`src/rtl/branch_target_buffer_pkg.sv`:
```
// ---------------------------------------------------------------------------
// branch_target_buffer_pkg
//   Shared definitions for the branch target buffer:
//     - DEFAULT_ENTRY_BITS : log2 of the default table depth
//     - ctr_e              : 2-bit saturating direction counter encoding
//     - ctr_predicts_taken : the counter MSB is the taken/not-taken prediction
// ---------------------------------------------------------------------------
package branch_target_buffer_pkg;

  localparam int DEFAULT_ENTRY_BITS = 4;

  // Strongly/weakly not-taken, weakly/strongly taken.
  typedef enum logic [1:0] {
    SNT = 2'b00,
    WNT = 2'b01,
    WT  = 2'b10,
    ST  = 2'b11
  } ctr_e;

  function automatic logic ctr_predicts_taken(input ctr_e ctr);
    return ctr[1];
  endfunction

endpackage

```
`src/rtl/btb_sat_ctr.sv`:
```
// ---------------------------------------------------------------------------
// btb_sat_ctr
//   Next-state function of a 2-bit saturating branch direction counter.
//   Counts up towards ST on a taken outcome, down towards SNT otherwise,
//   and holds at either end.
//
// Ports
//   i_ctr      in   2  current counter value (ctr_e encoding)
//   i_taken    in   1  resolved branch outcome
//   o_next_ctr out  2  updated counter value
// ---------------------------------------------------------------------------
module btb_sat_ctr
  import branch_target_buffer_pkg::*;
(
  input  logic [1:0] i_ctr,
  input  logic       i_taken,
  output logic [1:0] o_next_ctr
);

  always_comb begin
    // NOTE: assigning a default first gives every path a value, so no latch is inferred.
    o_next_ctr = i_ctr;
    if (i_taken) begin
      if (i_ctr != ST) o_next_ctr = i_ctr + 2'd1;
    end else begin
      if (i_ctr != SNT) o_next_ctr = i_ctr - 2'd1;
    end
  end

endmodule

```
`src/rtl/branch_target_buffer.sv`:
```
// ---------------------------------------------------------------------------
// branch_target_buffer
//   Direct-mapped branch target buffer with 2-bit direction counters.
//   Fetch-stage lookup is purely combinational; the table is trained by the
//   execute stage when a conditional branch resolves. Also reports
//   mispredictions with the corrected fetch address and keeps branch and
//   misprediction statistics.
//
// Ports
//   clk            in   1   clock, all state changes on rising edge
//   rst            in   1   asynchronous active-high reset
//   PC_IF          in   32  fetch address to predict
//   taken_IF       out  1   1 = predicted taken
//   pred_target_IF out  32  predicted target, 0 when not predicted taken
//   bubbleE        in   1   execute stall, blocks all updates
//   br_EX          in   1   execute holds a resolved conditional branch
//   PC_EX          in   32  address of that branch
//   taken_EX       in   1   prediction that was made for it at fetch
//   br_taken_EX    in   1   actual outcome
//   br_target_EX   in   32  actual target
//   mispredict_EX  out  1   prediction differed from outcome
//   redirect_PC_EX out  32  correct next fetch address
//   br_cnt         out  32  resolved branch count (wraps)
//   miss_cnt       out  32  misprediction count (wraps)
// ---------------------------------------------------------------------------
module branch_target_buffer
  import branch_target_buffer_pkg::*;
#(
  parameter int ENTRY_BITS = DEFAULT_ENTRY_BITS
) (
  input  logic        clk,
  input  logic        rst,
  // fetch-stage lookup
  input  logic [31:0] PC_IF,
  output logic        taken_IF,
  output logic [31:0] pred_target_IF,
  // execute-stage resolution
  input  logic        bubbleE,
  input  logic        br_EX,
  input  logic [31:0] PC_EX,
  input  logic        taken_EX,
  input  logic        br_taken_EX,
  input  logic [31:0] br_target_EX,
  output logic        mispredict_EX,
  output logic [31:0] redirect_PC_EX,
  // statistics
  output logic [31:0] br_cnt,
  output logic [31:0] miss_cnt
);

  localparam int NUM_ENTRIES = 1 << ENTRY_BITS;
  localparam int TAG_W       = 32 - ENTRY_BITS - 2;

  // -------------------------------------------------------------------------
  // Table storage: flop arrays, read asynchronously from both stages.
  // -------------------------------------------------------------------------
  logic              r_valid  [NUM_ENTRIES];
  ctr_e              r_ctr    [NUM_ENTRIES];
  logic [TAG_W-1:0]  r_tag    [NUM_ENTRIES];
  logic [31:0]       r_target [NUM_ENTRIES];

  // -------------------------------------------------------------------------
  // Address decomposition. PC[1:0] never selects an entry or forms the tag.
  // -------------------------------------------------------------------------
  logic [ENTRY_BITS-1:0] w_if_idx;
  logic [TAG_W-1:0]      w_if_tag;
  logic [ENTRY_BITS-1:0] w_ex_idx;
  logic [TAG_W-1:0]      w_ex_tag;
  logic                  w_unused_pc_lsbs;

  assign w_if_idx         = PC_IF[ENTRY_BITS+1:2];
  assign w_if_tag         = PC_IF[31:ENTRY_BITS+2];
  assign w_ex_idx         = PC_EX[ENTRY_BITS+1:2];
  assign w_ex_tag         = PC_EX[31:ENTRY_BITS+2];
  assign w_unused_pc_lsbs = ^{PC_IF[1:0], PC_EX[1:0]};

  // -------------------------------------------------------------------------
  // Fetch lookup. Reads the registered table, so an update landing in the
  // same cycle is only seen from the following cycle on.
  // -------------------------------------------------------------------------
  logic w_if_hit;

  assign w_if_hit       = r_valid[w_if_idx] && (r_tag[w_if_idx] == w_if_tag);
  assign taken_IF       = w_if_hit && ctr_predicts_taken(r_ctr[w_if_idx]);
  assign pred_target_IF = taken_IF ? r_target[w_if_idx] : 32'd0;

  // -------------------------------------------------------------------------
  // Execute resolution.
  // -------------------------------------------------------------------------
  logic       w_upd_en;
  logic       w_ex_hit;
  logic       w_alloc;
  logic [1:0] w_next_ctr;

  // A stalled execute stage re-presents the same branch next cycle, so it
  // must not train the table or the statistics until the stall clears.
  assign w_upd_en = br_EX && !bubbleE;
  assign w_ex_hit = r_valid[w_ex_idx] && (r_tag[w_ex_idx] == w_ex_tag);
  // Only taken branches earn an entry; a not-taken miss leaves the table alone.
  assign w_alloc  = w_upd_en && !w_ex_hit && br_taken_EX;

  assign mispredict_EX  = br_EX && (taken_EX != br_taken_EX);
  assign redirect_PC_EX = br_taken_EX ? br_target_EX : (PC_EX + 32'd4);

  btb_sat_ctr u_sat_ctr (
    .i_ctr      (r_ctr[w_ex_idx]),
    .i_taken    (br_taken_EX),
    .o_next_ctr (w_next_ctr)
  );

  // -------------------------------------------------------------------------
  // Valid bits and direction counters: these define what the predictor
  // says, so they are cleared by reset.
  // -------------------------------------------------------------------------
  always_ff @(posedge clk or posedge rst) begin
    if (rst) begin
      for (int i = 0; i < NUM_ENTRIES; i++) begin
        r_valid[i] <= 1'b0;
        r_ctr[i]   <= WNT;
      end
    end else if (w_upd_en) begin
      // NOTE: state is written with non-blocking assignments so every flop samples pre-edge values.
      if (w_ex_hit) begin
        r_ctr[w_ex_idx] <= ctr_e'(w_next_ctr);
      end else if (br_taken_EX) begin
        r_valid[w_ex_idx] <= 1'b1;
        r_ctr[w_ex_idx]   <= WT;
      end
    end
  end

  // -------------------------------------------------------------------------
  // Tags and targets: payload only, meaningful solely behind a valid bit.
  // -------------------------------------------------------------------------
  // NOTE: the payload arrays carry no reset; the cleared valid bits already mask them.
  always_ff @(posedge clk) begin
    if (!rst && w_upd_en && br_taken_EX) begin
      // A taken hit refreshes the target; a taken miss claims the entry.
      r_target[w_ex_idx] <= br_target_EX;
      if (w_alloc) r_tag[w_ex_idx] <= w_ex_tag;
    end
  end

  // -------------------------------------------------------------------------
  // Statistics, free-running 32-bit counters that wrap.
  // -------------------------------------------------------------------------
  always_ff @(posedge clk or posedge rst) begin
    if (rst) begin
      br_cnt   <= 32'd0;
      miss_cnt <= 32'd0;
    end else if (w_upd_en) begin
      br_cnt <= br_cnt + 32'd1;
      if (mispredict_EX) miss_cnt <= miss_cnt + 32'd1;
    end
  end

endmodule

```
`config.mk`:
```
export PLATFORM = sky130hd
export DESIGN_NAME = branch_target_buffer
export DESIGN_NICKNAME = d
export VERILOG_FILES = /design/src/rtl/branch_target_buffer_pkg.sv /design/src/rtl/btb_sat_ctr.sv /design/src/rtl/branch_target_buffer.sv
export SDC_FILE = /design/constraint.sdc
export NUM_CORES = 1
export LEC_CHECK = 0
export ABC_AREA = 1
export CORE_MARGIN = 1
export CORE_UTILIZATION = 41
export DETAILED_ROUTE_END_ITERATION = 12
export HOLD_SLACK_MARGIN = 0.05
export PLACE_DENSITY_LB_ADDON = 0.05
export SYNTH_ARGS = -nofsm -noshare
export SYNTH_HDL_FRONTEND = slang
export SYNTH_SLANG_ARGS = --single-unit
```
`constraint.sdc`:
```
create_clock -name clk -period 7.9 [get_ports clk]
set_clock_uncertainty 0.05 [all_clocks]
set_input_delay 1.58 -clock clk [delete_from_list [all_inputs] [get_ports clk]]
set_output_delay 1.58 -clock clk [all_outputs]
set_load 0.1 [all_outputs]
```
* Word-level counts from Yosys, hierarchy flattened
Memory sizes are Yosys's and may differ from the RTL's. Index checks and enable logic that the tools add are counted.
Storage, ports and cells: word-level logic and storage cells 102, memories kept 2, flip-flop bits (word level) 112, output and inout bits 130, RAM bits 928
Operators by class: reduce and logical (&&, ||, !) cells 18, $add $sub $neg 5, mux-type cells 29, equality and inequality tests 4, bitwise operators 7, order comparisons 3
Memories:
- r_target | words 16, bits a word 32, read ports 1, clocked after memory_dff 0, write ports 1, line branch_target_buffer.sv:60 | logic [31:0] r_target [NUM_ENTRIES];
- r_tag | words 16, bits a word 26, read ports 2, clocked after memory_dff 0, write ports 1, line branch_target_buffer.sv:59 | logic [TAG_W-1:0] r_tag [NUM_ENTRIES];
Operators by type and width (number):
- 2-to-1 mux 32 bit | 4
- adder 32 x 1 -> 32 bit, second input constant | 2
- equality test 26 bit | 2
- adder 32 x 3 -> 32 bit, second input constant | 1
- bitwise mux 32 bit | 1
- OR 16 bit | 2
- bitwise AND 16 bit | 1
- binary-select mux 2 bit (select 4 bit) | 2
- 2-to-1 mux 2 bit | 8
- NOT 16 bit | 1
- >= comparator 5 bit, second input constant | 2
- logical AND 1 bit | 10
- 2-to-1 mux 1 bit | 10
- NOT 4 -> 5 bit | 2
- binary-select mux 1 bit (select 4 bit) | 2
- demux 2 bit (select 4 bit) | 1
- less-than comparator 5 x 1 -> 1 bit, second input constant | 1
- demux 1 bit (select 4 bit) | 1
- AND reduction 2 bit | 2
- nonzero test 2 bit | 2
- zero test 1 bit | 3
- AND reduction 3 bit | 1
- adder 2 x 1 -> 2 bit, second input constant | 1
- inequality test 2 bit, second input constant | 1
- 3 further kinds | 3

* Longest topological paths before layout
Gate-level depths: netlist (run 1).
depth after elaboration 11, gate-level depth with buffers 23, mapped depth without buffers 20

* Modules after synthesis
A second synthesis (run 1) with hierarchy kept.
Second synthesis, totals: cells, all modules 5044, area total of the unflattened synthesis 49288.5 um2
Modules (own cells, without submodules):
- branch_target_buffer | cells an instance 5038, sequential area each 30689.4 um2, area an instance 49263.5 um2, instances 1
- btb_sat_ctr | cells an instance 6, sequential area each 0.0 um2, area an instance 25.0 um2, instances 1

* Worst setup path after synthesis (run 1)
OpenSTA, ideal clock, no wires.
path kind input -> output, from input PC_EX[2], to output redirect_PC_EX[21], buffers on the path 4, stages on the path 14, required time 6270 ps, path slack 917 ps, arrival time 5353 ps, path through buf_6 > buf_8 > buf_6 > buf_6 > nand3_4 > nor3_2 > nand4_2 > nor2_2 > nand2_1 > nor2_2 > nand3_2 > nor2_2 > nor2_1 > o31ai_1
On the way: longest elaborated chain between the ends 2
RTL lines:
- start: declaration | line branch_target_buffer.sv:40 | input logic [31:0] PC_EX,
- adder 32 x 3 -> 32 bit | line branch_target_buffer.sv:103 | assign redirect_PC_EX = br_taken_EX ? br_target_EX : (PC_EX + 32'd4);
- 2-to-1 mux 32 bit | line branch_target_buffer.sv:103
- end: declaration | line branch_target_buffer.sv:45 | output logic [31:0] redirect_PC_EX,
Every way passes these cells.

* Worst setup path after layout (run 1)
from input PC_EX[4], to output redirect_PC_EX[26]
Same word-level chain as after synthesis.

==> results.md, run 1 <==
* Final HPWL DP at roughly 100 mm
* YS warnings at 0
* Core Region at approximately 0.12 sq mm
* Worst min-delay path class: register to register
* WP data arrival at 5450 ps
* TritonCTS clock tree: done
* Sink Count at approximately 1000
* CP endpoint kind: primary output
* CTS max path bufs at 3
* Synth unique cells at 52
* Area Overhead vs Synth at 17.0%
* Max Freq at between 100 and 150 MHz
* Avg Cell Area, Syn at between 9 and 10 sq um
* Pre-CTS WS at between 1000 and 1500 ps
* Placement Rows at 127
* Setup TNS at 0 ps
* Fin worst setup slack at 818 ps
* Status: finished clean
* Leakage power total at 22.5 nW
* Post-Syn Instances at a little over 5000
* RePlAce Congestion at between 0.9 and 1
* First-pass GRT wire length at approximately 250 mm
* WL final at around 170 mm
* Asr flop ratio synth at 10.8%
* Vias in the first global route at roughly 37000
* CTS Buf Count at roughly 120
* Pins Over Slew Limit at 0
* Clock Pin Slew Worst Setup and Hold Paths at 60 ps
* Remaining DRCs at 0
* Critical Path, Cell by Cell: clkdlybuf4s50_1 > nand2_2 > nor2_4 > nand3_1 > nor2_1 > nand3_1 > nor2_1 > nand2_1 > nor3_1 > nand2_1 > nor2_1 > a31oi_1 > o21ai_1 > buf_12
* Final antenna-violating net count at 0
* DR pass1 iterations at 6
* Via density at roughly 5.6
* Core Util, Final at 48.4%
* Maxcap violations at 0
* Die Area at 0.123 sq mm
* Worst Max-Slew Pin Slew at 1130 ps
* Starting DRT DRC Count at 4254
* CP Class: input pin to primary output
* Syn Nets at between 5000 and 6000
* Pwr Total at between 10 and 15 mW
* Slowest stage cell, crit path: clkdlybuf4s50_1
* Gates resized, CTS repair at 0
* Via count at between 30000 and 40000
* Ys flop type: edfxtp_1
* Crit-path max FO at 7
* CTS Hold Bufs at 0
* Hold Fails Final Rpt at 0
* RSZ-0062 raised after global routing: no
* Crit-path most repeated cell: nor2_1
* Fin crit share at approximately nine tenths
* Slew headroom at approximately 25%
* Worst-skew pair later-pin latency at about 700 ps
* Die Width at 350 um
* CP peak stage delay at 760 ps
* Io pins at 232
* Largest net degree at the start of global routing at between 150 and 200
* Sequential-to-total area share from yosys stat at 61.7%
* Antenna cells at 0
* Pwr/cell area at approximately 230 mW/mm^2
* Final setup violation count at 0
* Share of cells above drive strength 1 at under 10%
* Die Y at around 350 um
* Initial antenna violation count at 9
* Fin Hold WS at ~410 ps
* Post-CTS setup buffers at 0
* Initial Util at 41.4%
* VDD IR max at roughly 0.00024 V
* Seq cells post-synth at 1040
* Number of fill cells at ~11000
* Hold Path Stages at 2
* Total GRT Usage at 27.9%
* FF-to-FF path depth at 16
* Crit start category: input pin
* Post-Syn Area at between 0.04 and 0.05 sq mm
* IO buf count at between 200 and 250
* Post-synth EDFFs at between 900 and 1000
* Min Clock Period, post-route at 7080 ps
* Nets at approximately 5400
* Wire length per cell at 24.6 um
* CTS H-tree depth at 3
* Root Buffer: clkbuf_16
* CP Data Required Time at 6270 ps
* Total gr overflow at 0
[layout make-up]
type	instances	area, sq um	area share [%]
Clock buffer	149	3130	5.38
Clock inverter	63	602	1.03
Inverter	456	1740	2.99
Multi-Input combinational cell	3342	16000	27.5
Sequential cell	1040	30700	52.8
Tap cell	1612	2020	3.47
Timing Repair Buffer	380	3980	6.84
[logic make-up (layout without fill, tap and decap cells)]
family,count (synthesis),in the layout,share of synthesized area (%)
AND/OR/NAND/NOR,2216,2216,18.1
flip-flops,1040,1040,61.7
AO/OA/AOI/OAI,1036,1036,12.0
buffers and inverters,764,1048,6.53
XOR/XNOR,81,81,1.43
adder cells (fa/ha/maj),7,7,0.171
multiplexers,2,2,0.0453
[path summary, 6_finish.rpt]
path                              start                 end  slack, ps
setup / recovery               PC_EX[4]  redirect_PC_EX[26]        820
hold reg to reg               r_ctr[10]           r_ctr[10]        410
max in group asynchronous           rst        miss_cnt[31]       5060
hold / removal                r_ctr[10]           r_ctr[10]        410
min in group asynchronous           rst         r_valid[12]       1370
setup reg to reg           r_tag[2][15]        r_tag[3][10]       4070
[cells in the final DEF (no fill, tap or decap), types with 19 or more instances in the layout]
| master | instances |
|---|---|
| buf_12 | 55 |
| nand3_1 | 305 |
| xnor2_1 | 29 |
| o21ai_0 | 307 |
| nor2_4 | 20 |
| nor3_2 | 20 |
| xor2_1 | 52 |
| nand2_1 | 1383 |
| o21ai_1 | 36 |
| nor3_1 | 53 |
| clkdlybuf4s50_1 | 165 |
| buf_4 | 155 |
| clkinv_1 | 23 |
| clkbuf_16 | 117 |
| nor2_1 | 388 |
| dfrtp_1 | 96 |
| a221oi_1 | 118 |
| clkinv_2 | 19 |
| o211ai_1 | 75 |
| clkbuf_1 | 24 |
| o31ai_1 | 35 |
| inv_1 | 443 |
| edfxtp_1 | 928 |
| a21oi_1 | 425 |
[state kept, by name, summed over array words and instances, names as in the netlist]
register	flops
br_cnt	32
r_target	512
miss_cnt	32
r_valid	16
r_ctr	32
r_tag	416
[stage by stage]
stage / instance area [sq um] / instances
after floorplan: 49700 / 5146
after global routing: 58200 / 7042
final: 58200 / 7042
after detailed placement: 54400 / 6830
after CTS: 58200 / 7042
after global placement: 54400 / 6830
[worst max-delay path: cells and delay by family]
family	cells	cell delay, ps
AOI/OAI and AO/OA	2	780
and+or+nand+nor	10	2050
buffers and inverters	2	1020
[where the power goes]
part | leakage, nW | switching, mW | total, mW | internal (mW)
clock network | 1.80 | 2.28 | 5.32 | 3.05
registers | 9.70 | 0.0689 | 6.13 | 6.07
logic | 11.0 | 1.22 | 1.65 | 0.424
total | 22.5 | 3.57 | 13.1 | 9.54
[cell usage after synthesis, types with 35 or more instances]
cell type     n  area share, %
a21oi_1     425            4.3
a221oi_1    118            2.1
buf_2        74           0.75
clkbuf_1    157            1.2
dfrtp_1      96            4.8
edfxtp_1    928             56
inv_1       446            3.4
nand2_1    1384             10
nand3_1     306            3.1
nor2_1      407            3.1
nor3_1       69           0.69
o211ai_1     75            1.1
o21ai_0     307            3.1
o21ai_1      36           0.36
o31ai_1      35           0.53
xor2_1       52           0.92
[metal layers]
layer  part of all wire, %  routed length (um)  GRT usage [%]
met1                    45               78300           41.0
met2                    45               78400           43.4
met3                   7.9               13700           4.47
met4                   1.8                3140           6.13
met5                 0.016                  27              0
Power figures use the tool's default switching activity.
==> run 2: changes to the inputs <==
Settings changed: ABC_CLOCK_PERIOD_IN_PS set to 7900.
==> results of run 2 <==
No change in the layout: final DEF, timing and power equal those of run 1.
